<file path="src/rtl/gemm_output_collector.sv">
// ============================================================================
// Module   : gemm_output_collector
// Brief    : Buffers GEMM output rows in a small FIFO and re-presents them
//            downstream with row index / last tags, job tracking and stall.
// Revision : 1.0
// ============================================================================
`default_nettype none

package GEMM_pkg;
   typedef enum logic [1:0] {
      CMD_NONE          = 2'd0,
      CMD_WRITE_WEIGHTS = 2'd1,
      CMD_STREAM        = 2'd2
   } command_t;
endpackage

module gemm_output_collector
   import GEMM_pkg::*;
#(
   parameter int SA_SIZE                = 2,
   parameter int WEIGHT_ACTIVATION_SIZE = 8,
   parameter int DEPTH                  = 4,
   parameter int MAX_ROWS               = 16
) (
   input  logic                                             clk,
   input  logic                                             resetn,
   input  logic                                             start,
   input  logic [$clog2(MAX_ROWS+1)-1:0]                    num_rows,
   input  command_t                                         cmd,
   input  logic                                             output_valid,
   input  logic [SA_SIZE-1:0][WEIGHT_ACTIVATION_SIZE-1:0]   activation_outputs,
   output logic                                             out_valid,
   input  logic                                             out_ready,
   output logic [SA_SIZE-1:0][WEIGHT_ACTIVATION_SIZE-1:0]   out_data,
   output logic [((MAX_ROWS > 1) ? $clog2(MAX_ROWS) : 1)-1:0] out_row_idx,
   output logic                                             out_last,
   output logic                                             stall_req,
   output logic                                             busy,
   output logic                                             done,
   output logic                                             overflow
);

   localparam int NW = $clog2(MAX_ROWS+1);
   localparam int RW = (MAX_ROWS > 1) ? $clog2(MAX_ROWS) : 1;
   localparam int AW = $clog2(DEPTH);
   localparam int PW = AW + 1;
   localparam logic [PW-1:0] STALL_LEVEL = PW'(DEPTH - 1);

   typedef enum logic [1:0] {
      IDLE    = 2'd0,
      COLLECT = 2'd1,
      DRAIN   = 2'd2,
      DONE    = 2'd3
   } state_t;

   state_t              state;
   logic [NW-1:0]       rows_target;
   logic [NW-1:0]       captured;
   logic [PW-1:0]       wr_ptr;
   logic [PW-1:0]       rd_ptr;

   logic [SA_SIZE-1:0][WEIGHT_ACTIVATION_SIZE-1:0] mem_data [DEPTH];
   logic [RW-1:0]       mem_idx  [DEPTH];
   logic                mem_last [DEPTH];

   logic                fifo_empty;
   logic                fifo_full;
   logic [PW-1:0]       fifo_count;
   logic                capture;
   logic                pop;
   logic                push;
   logic                drop;
   logic                is_last_row;

   assign fifo_empty  = (wr_ptr == rd_ptr);
   assign fifo_full   = (wr_ptr[PW-1] != rd_ptr[PW-1]) &&
                        (wr_ptr[AW-1:0] == rd_ptr[AW-1:0]);
   assign fifo_count  = wr_ptr - rd_ptr;

   assign capture     = (state == COLLECT) && output_valid && (cmd == CMD_STREAM);
   assign pop         = out_valid && out_ready;
   // A full FIFO can still take a row when the head leaves in the same cycle.
   assign push        = capture && (!fifo_full || pop);
   assign drop        = capture && fifo_full && !pop;
   assign is_last_row = (captured == (rows_target - NW'(1)));

   assign busy        = (state == COLLECT) || (state == DRAIN);
   assign done        = (state == DONE);
   assign stall_req   = busy && (fifo_count >= STALL_LEVEL);

   // Head outputs are gated so an empty FIFO always presents zeros.
   assign out_valid   = !fifo_empty;
   assign out_data    = out_valid ? mem_data[rd_ptr[AW-1:0]] : '0;
   assign out_row_idx = out_valid ? mem_idx[rd_ptr[AW-1:0]]  : '0;
   assign out_last    = out_valid ? mem_last[rd_ptr[AW-1:0]] : 1'b0;

   always_ff @(posedge clk) begin
      if (push) begin
         mem_data[wr_ptr[AW-1:0]] <= activation_outputs;
         mem_idx[wr_ptr[AW-1:0]]  <= captured[RW-1:0];
         mem_last[wr_ptr[AW-1:0]] <= is_last_row;
      end
   end

   always_ff @(posedge clk or negedge resetn) begin
      if (!resetn) begin
         wr_ptr <= '0;
         rd_ptr <= '0;
      end else begin
         if (push) wr_ptr <= wr_ptr + PW'(1);
         if (pop)  rd_ptr <= rd_ptr + PW'(1);
      end
   end

   always_ff @(posedge clk or negedge resetn) begin
      if (!resetn) begin
         state       <= IDLE;
         rows_target <= '0;
         captured    <= '0;
         overflow    <= 1'b0;
      end else begin
         case (state)
            IDLE: begin
               if (start) begin
                  if (num_rows != '0) begin
                     rows_target <= num_rows;
                     captured    <= '0;
                     overflow    <= 1'b0;
                     state       <= COLLECT;
                  end else begin
                     state <= DONE;
                  end
               end
            end
            COLLECT: begin
               if (capture) begin
                  captured <= captured + NW'(1);
                  if (drop) overflow <= 1'b1;
                  if (is_last_row) state <= DRAIN;
               end
            end
            DRAIN: begin
               // Exit on the pop that empties the FIFO; the last entry may
               // not be tagged last if the final row was dropped.
               if (fifo_empty || (pop && fifo_count == PW'(1))) state <= DONE;
            end
            DONE: begin
               state <= IDLE;
            end
            default: state <= IDLE;
         endcase
      end
   end

endmodule

`default_nettype wire

</file>
<file path="config.mk">
export PLATFORM = sky130hd
export DESIGN_NAME = gemm_output_collector
export DESIGN_NICKNAME = d
export VERILOG_FILES = /design/src/rtl/gemm_output_collector.sv
export SDC_FILE = /design/constraint.sdc
export NUM_CORES = 1
export LEC_CHECK = 0
export CORE_MARGIN = 4
export CORE_UTILIZATION = 48
export CTS_CLUSTER_DIAMETER = 80
export DETAILED_ROUTE_END_ITERATION = 8
export PLACE_DENSITY = 0.7
export SYNTH_ARGS = -nofsm -noshare
export SYNTH_HDL_FRONTEND = slang
export SYNTH_SLANG_ARGS = --single-unit
export TNS_END_PERCENT = 1
</file>
<file path="constraint.sdc">
create_clock -name clk -period 4.5 [get_ports clk]
set_clock_uncertainty 0.05 [all_clocks]
set_input_delay 1.125 -clock clk [delete_from_list [all_inputs] [get_ports clk]]
set_output_delay 1.125 -clock clk [all_outputs]
set_load 0.03 [all_outputs]
</file>
Yosys cells after proc, flatten, opt, wreduce, memory -nomap -nowiden:

Memories as Yosys holds them, arrays and structs flattened.
Cells that the tools add are included.
Widths: inputs -> output; s select.

* muxes and demuxes: 20
* reductions and logical operators: 22
* eq/ne operators: 15
* $lt $le $gt $ge: 1
* add/sub/neg operators: 5

Operator list (number)
* $mux 16: 1
* $mux 5: 3
* $mux 2: 5
* $ne 2x2->1 const B: 5
* $pmux 5 s2: 1
* $logic_and 1x1->1: 9
* $pmux 2 s4: 1
* $reduce_and 4->1: 2
* $mux 1: 7
* $add 3x1->3 const B: 2
* $eq 2x2->1 const B: 3
* $add 5x1->5 const B: 1
* $eq 5x5->1: 1
* $reduce_and 5->1: 1
* $reduce_bool 5->1: 1
* $sub 5x1->5 const B: 1
* $mux 4: 1
* $eq 3x1->1 const B: 1
* $eq 3x3->1: 1
* $ge 3x2->1 const B: 1
* $logic_not 1->1: 3
* $logic_or 1x1->1: 3
* $reduce_and 3->1: 1
* $sub 3x3->3: 1
* other kinds (7): 7

* memories kept: 3
* bits in registers: 19
* memory bits (writable): 84
* logic and storage cells: 72
* output and inout port bits: 26

Memories
* mem_data: words 4, bits a word 16, rd ports 1, clocked after Yosys merged registers in 0, write ports 1, line 62 `logic [SA_SIZE-1:0][WEIGHT_ACTIVATION_SIZE-1:0] mem_data [DEPTH];`
* mem_idx: words 4, bits a word 4, rd ports 1, clocked after Yosys merged registers in 0, write ports 1, line 63 `logic [RW-1:0] mem_idx [DEPTH];`
* mem_last: words 4, bits a word 1, rd ports 1, clocked after Yosys merged registers in 0, write ports 1, line 64 `logic mem_last [DEPTH];`

Depth between registers and ports, before layout:

* depth after elaboration: 8
* depth in mapped cells: 8

Least setup slack after synthesis:

No wires, ideal clock.

* kind: reg2out
* start point: register rd_ptr[1]
* end point: output port out_data[10] (netlist name)
* cell stages (with the launch flop): 8
* slack: 1.122 ns
* required time: 3.325 ns
* arrival time: 2.203 ns
* buffers on the path: 2
* cell sequence: dfrtp_1 clkbuf_1 inv_1 ha_1 and3_1 inv_1 clkbuf_1 and2_1

RTL lines
* start: declaration: line 60 `logic [PW-1:0] rd_ptr;`
* start signal: assignment: line 111 `if (pop) rd_ptr <= rd_ptr + PW'(1);`
* end: declaration: line 34 `output logic [SA_SIZE-1:0][WEIGHT_ACTIVATION_SIZE-1:0] out_data,`

Worst setup path in the final report:

* start point: register wr_ptr[0]
* end point: output port stall_req

* longest elaborated chain between the ends: 3

RTL lines
* start: declaration: line 59 `logic [PW-1:0] wr_ptr;`
* start signal: assignment: line 110 `if (push) wr_ptr <= wr_ptr + PW'(1);`
* $sub 3x3->3: line 78 `assign fifo_count = wr_ptr - rd_ptr;`
* $ge 3x2->1: line 89 `assign stall_req = busy && (fifo_count >= STALL_LEVEL);`
* $logic_and 1x1->1: line 89
* end: declaration: line 37 `output logic stall_req,`

Every way passes these cells.

==> results.yml <==
sta:
  timing.fmax_mhz: 268
  setup_viol: 0
  grt_setup_unrepaired: "no"
  hold_viol_final: 0
  min_period_over_period_pct: 82.9
  report.final.slew_viol_count: 0
  timing.final.crit_period_ns: 3.73
  slew-limit-headroom_pct: 41.6
  worstMarginPinSlew_ns: 0.874
  finalSetupTns_ns: 0
  fin_ws_ns: 0.769
floorplanning:
  start_util_pct: 50.3
  floorplan.die.height_um: 104
  floorplan.core_area_um2: 8890
  chipWidth_um: 104
  rows: 34
  dieArea_um2: 10900
  floorplan.io_pins: 54
worst_setup_path:
  cp_slowest_cell: "clkdlybuf4s50_1"
  timing_worst_setup_path_type: "register to output port"
  timing.critical_path.cells: "inv_1 -> ha_1 -> inv_1 -> fa_1 -> nand2b_1 -> a21boi_0 -> clkdlybuf4s50_1"
  critPathMaxStageDelay_ns: 0.69
  crit_arrival_ns: 2.56
  crit_path_end_kind: "output port"
  cp_common_cell: "inv_1"
  worst-path-max-fanout: 4
  crit_required_ns: 3.32
  critical_path.startpoint_type: "register"
detailed_routing:
  wl_per_cell_um: 17.6
  via_count: 2315
  drt-total-wl_um: 7720
  drcViolationCount: 0
  firstDrtPassIters: 4
  drtAntennaViolNets: 0
  drt-initial-drc-count: 80
  viasPerCell: 5.29
clock_tree:
  clkTransAtPathRegs_ns: 0.10
  cts_made_buffers: 9
  worstSkewPairLatency_ns: 0.36
  root_buffer: "clkbuf_8"
  clockBufferDepth: 2
  post_cts.resized_instances: 0
  cts-hold-fix-buffers: 0
  cts_tree: "yes"
  postCtsSetupBuffers: 0
  cts.sinks: 103
  clock_tree.htree_level_count: 3
finish:
  synthToLayoutAreaGrowth_pct: 18.2
  nets: 368
  layout-drive-gt1-share_pct: 22.1
  diodes: 0
  finalCoreUtilization_pct: 59.4
synth:
  synthFlopType: "edfxtp_1"
  synthesis.area_um2: 4470
  synth_area_in_adders_pct: 4.37
  synthDominantAreaCellType: "edfxtp_1"
  area_share_of_and_or_nand_nor_cells_after_synthesis_pct: 7.36
  synth_enable_flop_cells: 84
  post-synth-top-area-fraction_pct: 56.5
  register_bit_count_reported_by_yosys: 103
  synth.net_count: 304
  synth.yosys.seq_area_share_pct: 67.1
  synth.yosys.warnings: 0
  ys_async_sr_fraction_pct: 18.4
  synth.top_cells.by_count: "84 x edfxtp_1, 25 x and2_1, 21 x mux4_2"
  ys_types: 42
  synth_top_family_by_area: "multiplexers"
  muxShareOfSynthArea_pct: 12.3
  mapped_cells: 261
  synth.top_cells.by_area: "edfxtp_1 56%, dfrtp_1 11%, mux4_2 11%"
  complex_gate_fraction_of_the_synthesized_area_pct: 3.86
  synthMostInstantiatedCell: "edfxtp_1"
  synth_area_in_xor_xnor_pct: 2.94
  synthesis.area_per_instance_um2: 17.1
place:
  numPortBuffers: 53
  dp_hpwl_um: 5010
  finalWeightedCongestion: 0.777
  post_place_worst_slack_ns: 1.17
global_routing:
  first_global_vias: 2435
  global_route.overflow_total: 0
  maximum_number_of_pins_on_one_net_before_global_route_repair: 24
  global_router_s_overall_resource_usage_pct: 14.9
  grt_first_pass_wirelength_um: 12600
  antenna_found_initial: 0
pwr:
  leakage_nw: 1.96
  worst_ir_drop_vdd_v: 0.000524
  cellPowerDensity_nw_per_um2: 655
min_path:
  worstHoldPathType: "register to register"
job:
  max-cap-violations: 0
outcome:
  run_status: "completed"
==> cells by family (layout without fill, tap and decap cells) <==
| family | after synthesis | in the layout |
|---|---|---|
| flip-flops | 103 | 103 |
| AND/OR/NAND/NOR | 57 | 57 |
| multiplexers | 27 | 27 |
| AO/OA/AOI/OAI | 22 | 22 |
| buffers and inverters | 22 | 91 |
| adder cells (fa/ha/maj) | 15 | 15 |
| XOR/XNOR | 15 | 15 |
==> per-stage QoR <==
| step | hold slack (ns) | power (mW) | cells | area (µm²) |
|---|---|---|---|---|
| final | 0.450 | 3.46 | 438 | 5280 |
| after global routing | 0.473 | 3.68 | 438 | 5280 |
| after CTS | 0.450 | 3.51 | 438 | 5280 |
| after detailed placement | 0.429 | 2.96 | 422 | 5100 |
| after global placement | 0.431 | 2.93 | 422 | 5100 |
| after floorplan | 0.412 | 2.41 | 261 | 4470 |
==> sequential cells by signal, indices dropped and copies added (netlist names) <==
signal	flops
rd_ptr	3
mem_data	64
rows_target	5
mem_idx	16
captured	5
mem_last	4
wr_ptr	3
overflow	1
state	2
==> per-layer routing <==
layer  track usage (%)  up-vias  wire, µm
li1                  -     1109         -
met1              20.1     1144      3580
met2              23.9       56      3710
met3              4.47        6       357
met4              3.13        0        69
met5                 0        -         0
==> layout make-up <==
class | count | area [µm²]
fillers | 670 | 3610
flip-flops and latches | 103 | 3000
multi-input cells | 136 | 1380
repair buffers | 60 | 531
well taps | 108 | 135
clock buffers | 9 | 124
clock inverters | 7 | 61.3
inverters | 15 | 56.3
==> report_power, final <==
part	total (mW)	internal [mW]	switching (mW)
registers	1.21	1.13	0.0765
logic	1.71	0.746	0.961
clock network	0.544	0.213	0.331
==> cells in the final DEF (no fill, tap or decap), drive strengths merged, types with 2 or more instances in the layout <==
| master | netlist | layout |
|---|---|---|
| clkbuf | 4 | 9 |
| nor3 | 2 | 2 |
| xor2 | 8 | 8 |
| nand2 | 9 | 9 |
| nand2b | 2 | 2 |
| mux2i | 2 | 2 |
| a211oi | 2 | 2 |
| o21ai | 6 | 6 |
| clkdlybuf4s50 | 0 | 32 |
| mux2 | 4 | 4 |
| mux4 | 21 | 21 |
| inv | 15 | 19 |
| clkinv | 0 | 2 |
| and3 | 3 | 3 |
| buf | 3 | 28 |
| dfrtp | 19 | 19 |
| a21boi | 2 | 2 |
| a21oi | 2 | 2 |
| nor2 | 7 | 7 |
| ha | 14 | 14 |
| o211ai | 5 | 5 |
| edfxtp | 84 | 84 |
| xnor2 | 7 | 7 |
| nor2b | 2 | 2 |
| and2 | 25 | 25 |
==> worst max-delay path: cells and delay by family, from the launching register on <==
| family | cells | cell delay, ns |
|---|---|---|
| AOI/OAI and AO/OA | 1 | 0.16 |
| DFF | 1 | 0.42 |
| adders and majority gates | 2 | 0.67 |
| and+or+nand+nor | 1 | 0.06 |
| buffers and inverters | 3 | 0.89 |
==> worst paths after layout <==
path | start | to | slack [ns] | cells after the start
min | wr_ptr[2] | wr_ptr[2] | 0.45 | 1
max in group asynchronous | resetn | state[1] | 2.65 | 1
max | wr_ptr[0] | stall_req | 0.77 | 7
min in group asynchronous | resetn | state[0] | 1.20 | 1
max reg2reg | state[1] | mem_idx[3][2] | 2.16 | 6
min reg2reg | wr_ptr[2] | wr_ptr[2] | 0.45 | 1
(Power assumes the default switching activity.)
